File: src/rtl/jk_excite_driver.sv
// jk_excite_driver
//
// Drives an external JK flip-flop toward a stream of target bits. Targets are
// queued in a small FIFO. Each item is popped into a holding register, the J/K
// excitation needed to move the flop from its present Q to the target is
// registered onto J/K for one DRIVE cycle, and the flop's Q is checked against
// the target on the closing edge of the following CHECK cycle. Back-to-back
// items run at one per two cycles.
//
// Parameters
//   DEPTH   FIFO entries (power of 2, >= 2)
//   CNT_W   width of ERR_CNT / DONE_CNT
//   DC_ONE  value driven on the excitation input that does not matter
//
// Ports
//   CLK        rising-edge clock
//   RESET_N    asynchronous active-low reset
//   CLR        synchronous clear, overrides push/pop/count on its edge
//   TGT_BIT    desired next Q of the driven flop
//   TGT_VALID  TGT_BIT valid
//   TGT_READY  FIFO not full
//   Q_FB       Q fed back from the driven flop
//   J, K       registered excitation
//   MISMATCH   one-cycle pulse after a CHECK whose Q differed from target
//   ERR_CNT    saturating mismatch count
//   DONE_CNT   saturating checked-item count
//   BUSY       FSM active or FIFO non-empty

module jk_excite_driver #(
  parameter int unsigned DEPTH  = 4,
  parameter int unsigned CNT_W  = 8,
  parameter bit          DC_ONE = 1'b0
) (
  input  logic             CLK,
  input  logic             RESET_N,
  input  logic             CLR,
  input  logic             TGT_BIT,
  input  logic             TGT_VALID,
  output logic             TGT_READY,
  input  logic             Q_FB,
  output logic             J,
  output logic             K,
  output logic             MISMATCH,
  output logic [CNT_W-1:0] ERR_CNT,
  output logic [CNT_W-1:0] DONE_CNT,
  output logic             BUSY
);

  localparam int unsigned     AW       = (DEPTH > 1) ? $clog2(DEPTH) : 1;
  localparam logic [AW:0]     DepthCnt = DEPTH[AW:0];
  localparam logic [CNT_W-1:0] CntMax  = {CNT_W{1'b1}};

  typedef enum logic [1:0] {
    StIdle,
    StDrive,
    StCheck
  } state_e;

  state_e           state_q, state_d;
  logic [DEPTH-1:0] fifo_q, fifo_d;
  logic [AW-1:0]    wr_ptr_q, wr_ptr_d;
  logic [AW-1:0]    rd_ptr_q, rd_ptr_d;
  logic [AW:0]      occ_q, occ_d;
  logic             tgt_q, tgt_d;
  logic             j_q, j_d;
  logic             k_q, k_d;
  logic             mm_q, mm_d;
  logic [CNT_W-1:0] err_q, err_d;
  logic [CNT_W-1:0] done_q, done_d;

  logic full, empty, push, pop, head, check_end;
  logic exc_j, exc_k;

  assign full      = (occ_q == DepthCnt);
  assign empty     = (occ_q == '0);
  assign TGT_READY = !full;
  assign push      = TGT_VALID && !full && !CLR;
  assign head      = fifo_q[rd_ptr_q];

  // Excitation from the present Q to the head target; the input that cannot
  // affect the transition is driven with DC_ONE.
  assign exc_j = Q_FB ? DC_ONE : head;
  assign exc_k = Q_FB ? !head  : DC_ONE;

  // Sequencer: pop whenever idle or finishing a check with work queued.
  always_comb begin
    state_d = state_q;
    pop     = 1'b0;
    unique case (state_q)
      StIdle: begin
        if (!empty) begin
          pop     = 1'b1;
          state_d = StDrive;
        end
      end
      StDrive: begin
        state_d = StCheck;
      end
      StCheck: begin
        if (!empty) begin
          pop     = 1'b1;
          state_d = StDrive;
        end else begin
          state_d = StIdle;
        end
      end
      default: begin
        state_d = StIdle;
      end
    endcase
    if (CLR) begin
      state_d = StIdle;
      pop     = 1'b0;
    end
  end

  assign check_end = (state_q == StCheck) && !CLR;

  // Datapath next-state: J/K are only non-zero for the cycle after a pop.
  always_comb begin
    tgt_d  = tgt_q;
    j_d    = 1'b0;
    k_d    = 1'b0;
    mm_d   = 1'b0;
    err_d  = err_q;
    done_d = done_q;

    if (pop) begin
      tgt_d = head;
      j_d   = exc_j;
      k_d   = exc_k;
    end

    if (check_end) begin
      mm_d = (Q_FB != tgt_q);
      if (done_q != CntMax) begin
        done_d = done_q + 1'b1;
      end
      if (mm_d && (err_q != CntMax)) begin
        err_d = err_q + 1'b1;
      end
    end

    if (CLR) begin
      err_d  = '0;
      done_d = '0;
    end
  end

  // FIFO next-state.
  always_comb begin
    fifo_d   = fifo_q;
    wr_ptr_d = wr_ptr_q;
    rd_ptr_d = rd_ptr_q;
    occ_d    = occ_q;

    if (CLR) begin
      wr_ptr_d = '0;
      rd_ptr_d = '0;
      occ_d    = '0;
    end else begin
      if (push) begin
        fifo_d[wr_ptr_q] = TGT_BIT;
        wr_ptr_d         = wr_ptr_q + 1'b1;
      end
      if (pop) begin
        rd_ptr_d = rd_ptr_q + 1'b1;
      end
      case ({push, pop})
        2'b10:   occ_d = occ_q + 1'b1;
        2'b01:   occ_d = occ_q - 1'b1;
        default: occ_d = occ_q;
      endcase
    end
  end

  always_ff @(posedge CLK or negedge RESET_N) begin
    if (!RESET_N) begin
      state_q  <= StIdle;
      fifo_q   <= '0;
      wr_ptr_q <= '0;
      rd_ptr_q <= '0;
      occ_q    <= '0;
      tgt_q    <= 1'b0;
      j_q      <= 1'b0;
      k_q      <= 1'b0;
      mm_q     <= 1'b0;
      err_q    <= '0;
      done_q   <= '0;
    end else begin
      state_q  <= state_d;
      fifo_q   <= fifo_d;
      wr_ptr_q <= wr_ptr_d;
      rd_ptr_q <= rd_ptr_d;
      occ_q    <= occ_d;
      tgt_q    <= tgt_d;
      j_q      <= j_d;
      k_q      <= k_d;
      mm_q     <= mm_d;
      err_q    <= err_d;
      done_q   <= done_d;
    end
  end

  assign J        = j_q;
  assign K        = k_q;
  assign MISMATCH = mm_q;
  assign ERR_CNT  = err_q;
  assign DONE_CNT = done_q;
  assign BUSY     = (state_q != StIdle) || !empty;

endmodule

File: config.mk
export PLATFORM = sky130hd
export DESIGN_NAME = jk_excite_driver
export DESIGN_NICKNAME = d
export VERILOG_FILES = /design/src/rtl/jk_excite_driver.sv
export SDC_FILE = /design/constraint.sdc
export NUM_CORES = 1
export LEC_CHECK = 0
export BUFFER_PORTS_ARGS = -buffer_cell sky130_fd_sc_hd__buf_4
export CORE_ASPECT_RATIO = 1.2
export CORE_MARGIN = 2
export CORE_UTILIZATION = 50
export DETAILED_ROUTE_END_ITERATION = 16
export PLACE_DENSITY = 0.75
export SYNTH_ARGS = -nofsm -noshare
export SYNTH_HDL_FRONTEND = slang
export SYNTH_SLANG_ARGS = --single-unit
File: constraint.sdc
create_clock -name CLK -period 2.6 [get_ports CLK]
set_clock_uncertainty 0.2 [all_clocks]
set_input_delay 0 -clock CLK [delete_from_list [all_inputs] [get_ports CLK]]
set_output_delay 0 -clock CLK [all_outputs]
set_load 0.005 [all_outputs]
==> flow_summary.yaml <==
sta:
  fin_ws_ns: 0.255
  finalCritPeriodShare_pct: 90.2
  slew_viol_final: 0
  final_hold_viol_count: 0
  tns_ns: 0
  tightestPinTransition_ns: 0.937
  fin_hold_ws_ns: 0.188
  fmax_ghz: 0.426
  slew_headroom_pct: 37.2
  rsz0062_at_grt: "no"
  setup_viol: 0
  period_needed_ns: 2.35
grt:
  grt_max_degree: 34
  gr-total-overflow: 0
  first_global_vias: 1324
  grt_pass1_wl_um: 5840
  antenna_found_initial: 0
  grt_usage_pct: 20.1
clocking:
  clock_path_buffers: 2
  cts_tree: "yes"
  clk_pin_slew_ns: 0.10
  root_buffer: "clkbuf_4"
  insertion_delay_ns: 0.34
  clock_sinks: 33
  cts-buffers-inserted: 5
  htreeDepth: 2
  cts-resized-gates: 0
layout:
  final_cell_area_sq_um: 2060
  multi_input_area_sq_um: 798
  num-fill-cells: 247
  n_antenna_cell: 0
  seq_area_sq_um: 826
  final_layout_size_suffix_gt1_share_pct: 21.4
  final_nets: 213
  syn2layout_area_growth_pct: 23.5
detailed_routing:
  drt-initial-drc-count: 45
  firstDrtPassIters: 4
  vias: 1332
  wl_per_cell_um: 14.3
  vias_per_cell: 5.62
  drt.antenna.violating_nets: 0
  routed_wirelength_um: 3380
  drc: 0
placed_design:
  dp_hpwl_um: 2330
  port-buffer-count: 26
  gp_congestion: 0.789
  dpl_worst_slack_ns: 0.277
  placed_area_sq_um: 1890
synthesis:
  ys_types: 37
  ys.flop_type: "dfrtp_1"
  synthArstFlopShare_pct: 100
  synth.top_cells.by_area: "dfrtp_1 (50%), ha_1 (4.5%), nand2_1 (3.6%), nor2_1 (3.6%), mux2_2 (3.4%)"
  synth-seq-area-share_pct: 49.5
  synth_largest_area_cell: "dfrtp_1"
  synth.net_count: 177
  syn-cell-area_sq_um: 1670
  synth_top_area_share_pct: 49.5
  yosys_warnings: 0
  ys_ff_latch: 33
  synthCells: 164
  synth-edff-count: 0
  yosysMostFrequentCell: "dfrtp_1"
  netlist_top_cells_count: "dfrtp_1 (33), nand2_1 (16), nor2_1 (16)"
  syn_avg_cell_area_sq_um: 10.2
worst_setup_path:
  cp-end-kind: "register"
  worstPathMaxFanout: 6
  r2r-end: "occ_q[2]"
  r2r_cells: 7
  worstSetupPathType: "register to register"
  reg2reg_slack_ns: 0.25
  timing.rr.start: "occ_q[2]"
  worst_ep_required_time_ns: 2.68
  arrival_ns: 2.42
  crit_path_start_kind: "register"
floorplanning:
  start_util_pct: 53.6
  fp.coreArea_sq_um: 3110
  dieArea_sq_um: 3820
  die_w_um: 56.7
  io_pins: 27
  rows: 22
  fp.dieH_um: 67.3
power_and_ir_drop:
  leakage_uw: 0.000963
  totalPowerFinal_uw: 1610
  power.density_nw_per_um2: 782
  ir_drop_v: 0.000836
worst_hold_path:
  min_from: "Q_FB"
  hold_path_class: "input pin to register"
  min_to: "J"
  worstHoldPathCells: 3
flow_run:
  max-cap-violations: 0
outcome:
  status: "complete, no violations"
-- cell type report --
type	instances	share of cell area, %
flip-flops and latches	33	40.1
clock inverters	1	1.46
inverters	6	1.09
repair buffers	34	13.7
well taps	36	2.19
multi-input cells	120	38.8
clock buffers	7	2.67
-- cell families after synthesis --
group,count (synthesis),share of synthesized area [%]
simple gates,69,21.1
flops,33,49.5
compound gates,27,10.3
buf+inv,11,2.63
mux,10,7.13
xor+xnor,7,3.68
fa+ha+maj,7,5.70
-- worst max-delay path by stage --
stage,slack [ns],startpoint,depth (start not counted),to
2_1_floorplan,0.18,occ_q[1],7,occ_q[2]
3_3_place_gp,0.36,occ_q[2],7,occ_q[2]
3_5_place_dp,0.28,occ_q[2],7,occ_q[2]
4_1_cts,0.25,occ_q[2],7,occ_q[2]
5_1_grt,0.14,occ_q[2],7,occ_q[2]
6_report,0.25,occ_q[2],7,occ_q[2]
-- metrics by stage --
step                      cells  util [%]
final                       237      66.2
after global routing        237      66.2
after CTS                   237      66.2
after detailed placement    222      60.9
after global placement      222      60.9
after floorplan             164         -
-- routing by layer --
metal	vias to the layer above	share of wire [%]	GRT usage [%]
li1	654	-	-
met1	650	43	23.9
met2	26	52	34.4
met3	2	4.1	5.94
met4	0	0.30	7.74
met5	-	0	0
-- worst max-delay path: stages, from the launching register on --
cell and delay, ns:
dfrtp_1 0.42, or3b_1 0.26, nand2_1 0.15, and2_1 0.20, fa_1 0.39, a2111o_1 0.37
a21o_1 0.17, a21oi_2 0.12
-- flip-flops by register name, indices dropped and copies added (netlist names) --
signal / count
wr_ptr_q: 2
fifo_q: 4
DONE_CNT: 8
MISMATCH: 1
J: 1
K: 1
rd_ptr_q: 2
occ_q: 3
ERR_CNT: 8
state_q: 2
tgt_q: 1
-- cells in the final DEF, fill, tap and decap left out, types with 2 or more instances in the layout --
| cell | instances |
|---|---|
| xnor2_1 | 3 |
| dfrtp_1 | 33 |
| buf_4 | 27 |
| nand4_1 | 3 |
| nor2_1 | 16 |
| or3_1 | 4 |
| mux2i_1 | 4 |
| and3_1 | 3 |
| o31ai_1 | 3 |
| nor3_1 | 4 |
| ha_1 | 6 |
| a21oi_1 | 9 |
| nor3b_1 | 2 |
| or4_1 | 4 |
| inv_1 | 6 |
| o21ai_0 | 7 |
| nand3_1 | 9 |
| clkbuf_4 | 5 |
| xor2_1 | 4 |
| o211ai_1 | 2 |
| nand2_1 | 16 |
| dlygate4sd3_1 | 6 |
| nor2b_1 | 2 |
| mux2_2 | 5 |
-- what timing repair did --
item / CTS / global route
buffers inserted: 0 / 0
hold buffers: 7 / 0
hold endpoints to repair: 61 / 0
-- where the power goes --
group	total [uW]	internal [uW]	switching (uW)
Combinational	510	269	241
Sequential	696	610	86.5
Clock	404	230	175
No activity file was read; power rests on OpenSTA's default activity.
